**src/rtl/four_bits_adder.sv**
```systemverilog
// Borrow-save (signed-digit) adder: two rows of full adders per digit, carry-free
// so delay does not grow with bits. Optional single output register stage.
module four_bits_adder #(
  parameter int unsigned bits       = 64,
  parameter int unsigned REGISTERED = 0
) (
  input  logic            clk,
  input  logic            asyn_reset,
  input  logic [bits-1:0] x_plus,
  input  logic [bits-1:0] x_minus,
  input  logic [bits-1:0] y_plus,
  input  logic [bits-1:0] y_minus,
  input  logic [1:0]      cin,
  output logic [bits-1:0] z_plus,
  output logic [bits-1:0] z_minus,
  output logic [1:0]      cout
);

  logic [bits-1:0] s1, c1, c1_in;
  logic [bits-1:0] s2, c2;
  logic [bits-1:0] nx_minus, ny_minus;
  logic [bits-1:0] sum_plus, sum_minus;
  logic [1:0]      sum_cout;

  // Inverting a minus bit adds +1 per position in each row; those 2^bits-1 offsets
  // cancel against the ~s2 encoding of z_minus, leaving -1 at position 0 and +1 at
  // cout, which the ~cin[0] and ~c2[top] inversions below absorb.
  always_comb begin
    nx_minus = ~x_minus;
    ny_minus = ~y_minus;

    s1 = x_plus ^ nx_minus ^ y_plus;
    c1 = (x_plus & nx_minus) | (x_plus & y_plus) | (nx_minus & y_plus);

    c1_in = {c1[bits-2:0], cin[1]};

    s2 = s1 ^ ny_minus ^ c1_in;
    c2 = (s1 & ny_minus) | (s1 & c1_in) | (ny_minus & c1_in);

    sum_plus  = {c2[bits-2:0], ~cin[0]};
    sum_minus = ~s2;
    sum_cout  = {c1[bits-1], ~c2[bits-1]};
  end

  if (REGISTERED != 0) begin : g_reg
    always_ff @(posedge clk or posedge asyn_reset) begin
      if (asyn_reset) begin
        z_plus  <= '0;
        z_minus <= '0;
        cout    <= '0;
      end else begin
        z_plus  <= sum_plus;
        z_minus <= sum_minus;
        cout    <= sum_cout;
      end
    end
  end else begin : g_comb
    logic unused_clk_rst;
    assign unused_clk_rst = clk ^ asyn_reset;

    always_comb begin
      z_plus  = sum_plus;
      z_minus = sum_minus;
      cout    = sum_cout;
    end
  end

endmodule

```
**config.mk**
```make
export PLATFORM = sky130hd
export DESIGN_NAME = four_bits_adder
export DESIGN_NICKNAME = d
export VERILOG_FILES = /design/src/rtl/four_bits_adder.sv
export SDC_FILE = /design/constraint.sdc
export NUM_CORES = 1
export LEC_CHECK = 0
export BUFFER_PORTS_ARGS = -buffer_cell sky130_fd_sc_hd__buf_2
export CAP_MARGIN = 0
export CORE_AREA = 2 2 153 155
export DETAILED_ROUTE_END_ITERATION = 6
export DIE_AREA = 0 0 155 157
export PLACE_DENSITY = 0.49
export SLEW_MARGIN = 25
export SYNTH_ARGS = -nofsm -noshare
export SYNTH_HDL_FRONTEND = slang
export SYNTH_SLANG_ARGS = --single-unit
export TNS_END_PERCENT = 10
```
**constraint.sdc**
```tcl
create_clock -name vclk -period 2.5
set_clock_uncertainty 0.05 [all_clocks]
set_input_delay 0.375 -clock vclk [all_inputs]
set_output_delay 0.375 -clock vclk [all_outputs]
set_load 0.02 [all_outputs]
```
Word level (Yosys, flattened, before mapping)
Index checks and enable logic that the tools add are counted.
- bitwise operators: 19
- operator list (operator ; count):
    AND 64 bit ; 6
    OR 64 bit ; 4
    XOR 64 bit ; 4
    NOT 64 bit ; 3
    NOT 1 bit ; 2
- register bits: 0
- output and inout port bits: 130
- logic and storage cells: 19

Longest topological paths before layout
Gate-level depths: netlist of the first run.
- depth after elaboration: 8
- gate-level depth with buffers: 5
- mapped depth without buffers: 5

Worst setup path before layout of the first run
OpenSTA, ideal clock, no wires.
- path kind: in2out
- from: input port x_plus[10]
- to: output port z_minus[10]
- data arrival time: 1545 ps
- required time: 2075 ps
- setup slack: 530 ps
- stages on the path: 5
- path buffers: 0
- path through: inv_1 > fa_1 > inv_1 > fa_1 > inv_1
- word-level cells in the longest chain between the ends: 5
- ends and longest elaborated chain (what ; line ; source):
    start, declared ; 9 ; input logic [bits-1:0] x_plus,
    XOR 64 bit (2 in a row) ; 32 ; s1 = x_plus ^ nx_minus ^ y_plus;
    XOR 64 bit (2 in a row) ; 37 ; s2 = s1 ^ ny_minus ^ c1_in;
    NOT 64 bit ; 41 ; sum_minus = ~s2;
    end, declared ; 15 ; output logic [bits-1:0] z_minus,
Every way passes these cells.

Worst setup path in the final report of the first run
- from: input port x_plus[61]
- to: output port z_minus[61]
Same word-level chain as after synthesis.

==> results by group, run 1 <==
Status
  – Status: complete, no violations

Hold path
  – WHS Path Cells: 3
  – Hold endpoint: z_plus[0]
  – Hold wc startpoint: cin[0]
  – Hold crit path type: in2out

Timing
  – Final TNS setup: 0 ns
  – RSZ-0062 raised after global routing: no
  – Final hold vios: 0
  – Max Clk Rate: around 440 MHz
  – Count of final setup violators: 0
  – Slew headroom: 0.8800
  – Period utilization: 0.9091
  – Final-report max-slew violation count: 0
  – Final min period: between 2 and 2.5 ns
  – Worst slew pin tran: about 0.18 ns

Logic synthesis
  – Synth unique cells: 2
  – Average cell area after synthesis: 7.860 um^2
  – Synth area leaders: fa_1, inv_1
  – Yosys warnings: 0
  – Post-Synthesis Cells: just over 500
  – Yosys top cell by area: fa_1
  – Post-synthesis sequential area ratio: 0
  – Syn_nets: around 900
  – Post-synth top area share: 0.6430
  – Mapped Area: about 0.0040 mm^2

GRT
  – Vias in the first global route: just over 4000
  – All-Layer GR Usage: 0.09718
  – Remaining global-route overflow: 0
  – Initial antenna violation count: 0
  – First-pass GRT wire length: between 15 and 20 mm
  – Largest net degree at the start of global routing: 2

Power
  – Leak: between 0.004 and 0.005 uW
  – Power per Cell Area: around 320 mW/mm^2
  – VDD IR max: around 0.14 mV
  – Total power: 2036 uW

Placement
  – Routability Congestion: roughly 0.77
  – Placed cell count: around 1200
  – HPWL after DPL: 12.56 mm
  – IO buf count: 388

Route
  – Via density: between 3 and 4
  – Post-DRT Antenna Nets: 0
  – Routed length per instance: 10.63 um
  – Metal-1 WL: around 4.4 mm
  – WL met3: approximately 1.2 mm
  – Post-Route WL: around 13 mm
  – WL met2: 6.796 mm
  – Via Count: slightly below 4000
  – Drt pass-1 iters: 4
  – DR iter-0 viols: 58
  – Max Used Layer: met4
  – Drt drc: 0

Floorplan
  – Die span in x: between 150 and 200 um
  – Row count: 55
  – Die H: 157 um
  – Ports: 390
  – Die Area: between 0.02 and 0.025 mm^2
  – Core footprint: roughly 0.023 mm^2
  – Starting Density: 0.1771

Layout
  – N_diodes: 0
  – Layout cells sized above 1: 0.4335
  – Seq cells: 0
  – Synth-to-Final Area Change: 57.68%
  – Cell Count, Final, Fillers Out: 1180
  – Final Net Count: between 1000 and 1500
  – Layout clock buffers: 0
  – Register area: 0 um^2

Setup path
  – Setup crit start kind: input port
  – Cell family with most CP delay: adder cells
  – CP max FO: 1
  – Worst path cell trace: buf_2 > inv_1 > fa_1 > inv_1 > fa_1 > inv_1 > buf_2
  – Crit path top cell by count: inv_1
  – Setup CP Type: in2out
  – Crit path capture type: output pin
  – Arrival time of the worst setup path: 1.85 ns
  – Slowest stage delay, CP: 0.61 ns
  – Crit-path slowest cell: fa_1
  – Critical Path RT: approximately 2.1 ns
  – Worst Path Buf+Inv: 5

Clocking
  – Post-CTS setup repair buffer count: 0
  – Post_cts resized: 0
  – Cts hold-fix bufs: 0

Job
  – MaxCap Viol Count: 0
through the flow:
stage	setup WS [ns]	hold slack [ns]	area [um^2]	utilization
floorplan	0.5295	0.7766	3985	-
global placement	0.2045	0.9396	6284	0.2792
detailed placement	0.1875	0.9423	6284	0.2792
CTS	0.1967	0.9422	6284	0.2792
global route	0.1758	0.9528	6284	0.2792
finish	0.2273	0.9403	6284	0.2792
final cells by class:
| class | count | area [um^2] |
|---|---|---|
| fillers | 2554 | 16220 |
| multi-input cells | 128 | 2562 |
| repair buffers | 388 | 1942 |
| inverters | 379 | 1423 |
| well taps | 285 | 356.6 |
tightest hold or removal path, stage by stage:
cell and delay (ns):
buf_2 0.07, inv_1 0.02, buf_2 0.14
synth_stat cells:
cell,n
fa_1,128
inv_1,379
placed cells by master, fill, tap and decap left out:
cell	Yosys	routed
fa_1	128	128
buf_2	0	388
inv_1	379	379
where the power goes:
group,internal [uW],total (uW),switching [uW]
clock network,0,0,0
logic,744,2040,1290
registers,0,0,0
total,744,2040,1290
kinds of logic after synthesis:
family | share of synthesized area
adder cells (fa/ha/maj) | 0.6430
buffers and inverters | 0.3570
how the worst max path moves through the flow:
stage	from	to	depth (start not counted)
finish	x_plus[61]	z_minus[61]	7
global route	x_plus[26]	z_minus[26]	7
CTS	x_plus[26]	z_minus[26]	7
detailed placement	x_plus[26]	z_minus[26]	7
global placement	x_plus[26]	z_minus[26]	7
floorplan	x_plus[10]	z_minus[10]	5
routing by layer:
metal / vias up / track usage
li1: 1918 / -
met1: 1792 / 0.1058
met2: 219 / 0.1970
met3: 8 / 0.01982
met4: 0 / 0.01146
met5: - / 0
(Power assumes the default switching activity.)
==> run 2, diff against run 1 <==
--- a/config.mk
+++ b/config.mk
@@ -6,7 +6,7 @@
 export NUM_CORES = 1
 export LEC_CHECK = 0
 export BUFFER_PORTS_ARGS = -buffer_cell sky130_fd_sc_hd__buf_2
-export CAP_MARGIN = 0
+export CAP_MARGIN = 20
 export CORE_AREA = 2 2 153 155
 export DETAILED_ROUTE_END_ITERATION = 6
 export DIE_AREA = 0 0 155 157
==> constraint.sdc (replaced) <==
create_clock -name vclk -period 2.5
set_clock_uncertainty 0.05 [all_clocks]
set_input_delay 0.125 -clock vclk [all_inputs]
set_output_delay 0.125 -clock vclk [all_outputs]
set_load 0.02 [all_outputs]
==> results by group, run 2 (synthesized netlist as in run 1, its figures left out) <==
Status
  – Status: complete, no violations

Timing
  – Max Clk Rate: between 500 and 600 MHz
  – Slew headroom: 0.8794
  – Final-report max-slew violation count: 0
  – Final TNS setup: 0 ns
  – Count of final setup violators: 0
  – RSZ-0062 raised after global routing: no
  – Final min period: approximately 1.8 ns
  – Final hold vios: 0
  – Worst slew pin tran: 0.1807 ns
  – Period utilization: 0.7018

Setup path
  – CP max FO: 1
  – Critical Path RT: 2.33 ns
  – Arrival time of the worst setup path: about 1.6 ns
  – Setup CP Type: in2out
  – Setup crit start kind: input port
  – Crit path capture type: output pin

Route
  – Drt pass-1 iters: 4
  – WL met3: ~1.2 mm
  – Routed length per instance: between 10 and 15 um
  – Post-DRT Antenna Nets: 0
  – Via density: about 3.3
  – Post-Route WL: roughly 13 mm
  – Via Count: 3949
  – DR iter-0 viols: 70
  – Drt drc: 0
  – Max Used Layer: met4
  – Metal-1 WL: roughly 4.4 mm
  – WL met2: ~6.9 mm

Hold path
  – Hold crit path type: in2out
  – WHS Path Cells: 3

Floorplan
  – Row count: 55
  – Die span in x: between 150 and 200 um
  – Ports: between 300 and 400
  – Die Area: 0.02434 mm^2
  – Starting Density: 0.1771
  – Core footprint: about 0.023 mm^2
  – Die H: between 150 and 200 um

Layout
  – N_diodes: 0
  – Layout cells sized above 1: 0.4335
  – Fillers: roughly 2600
  – Synth-to-Final Area Change: 57.68%
  – Seq cells: 0
  – Final Net Count: between 1000 and 1500
  – Most frequent cells in the layout: buf_2, inv_1, fa_1
  – Layout clock buffers: 0
  – Register area: 0 um^2
  – Most common cell after layout, fill and taps aside: buf_2

Power
  – Leak: 0.004480 uW
  – VDD IR max: 0.1385 mV
  – Power per Cell Area: 324.6 mW/mm^2
  – Total power: between 2000 and 2500 uW

Clocking
  – Post_cts resized: 0
  – Cts hold-fix bufs: 0
  – Post-CTS setup repair buffer count: 0

Placement
  – Routability Congestion: around 0.76
  – HPWL after DPL: roughly 13 mm
  – IO buf count: between 300 and 400

GRT
  – All-Layer GR Usage: 0.09694
  – Initial antenna violation count: 0
  – Largest net degree at the start of global routing: 2
  – First-pass GRT wire length: between 15 and 20 mm
  – Remaining global-route overflow: 0
  – Vias in the first global route: around 4200

Job
  – MaxCap Viol Count: 0
run 2: cell counts in the layout (fill, tap and decap cells not counted):
Identical to the previous run, type by type.
run 2: critical path, stage by stage:
cell	delay [ns]
buf_2	0.08
inv_1	0.05
fa_1	0.59
inv_1	0.07
fa_1	0.49
inv_1	0.04
buf_2	0.15
run 2: final timing paths:
kind	startpoint	endpoint	slack, ns
setup / recovery	x_plus[61]	z_minus[61]	0.75
hold / removal	cin[0]	z_plus[0]	0.44
run 2: stage by stage:
stage                 util  cell area (um^2)  setup WS (ns)  hold slack [ns]  cells
finish              0.2792              6284         0.7454           0.4422   1180
global route        0.2792              6284         0.6772           0.4639   1180
CTS                 0.2792              6284         0.7118           0.4439   1180
detailed placement  0.2792              6284         0.7158           0.4434   1180
global placement    0.2792              6284         0.7336           0.4412   1180
floorplan                -              3985          1.030           0.2766    507
run 2: routing by layer:
metal | vias up | global-route usage
met1 | 1802 | 0.1027
li1 | 1918 | -
met3 | 8 | 0.02093
met2 | 221 | 0.2008
met4 | 0 | 0.007937
met5 | - | 0
run 2: report_power, final:
group | switching (uW) | total, uW | internal (uW)
combinational | 1290 | 2040 | 748
clock | 0 | 0 | 0
sequential | 0 | 0 | 0
run 2: final cells by class:
class / instances / area (um^2) / area share
tap: 285 / 356.6 / 0.05675
timing repair buffer: 388 / 1942 / 0.3090
multi-input combinational: 128 / 2562 / 0.4078
inverter: 379 / 1423 / 0.2264
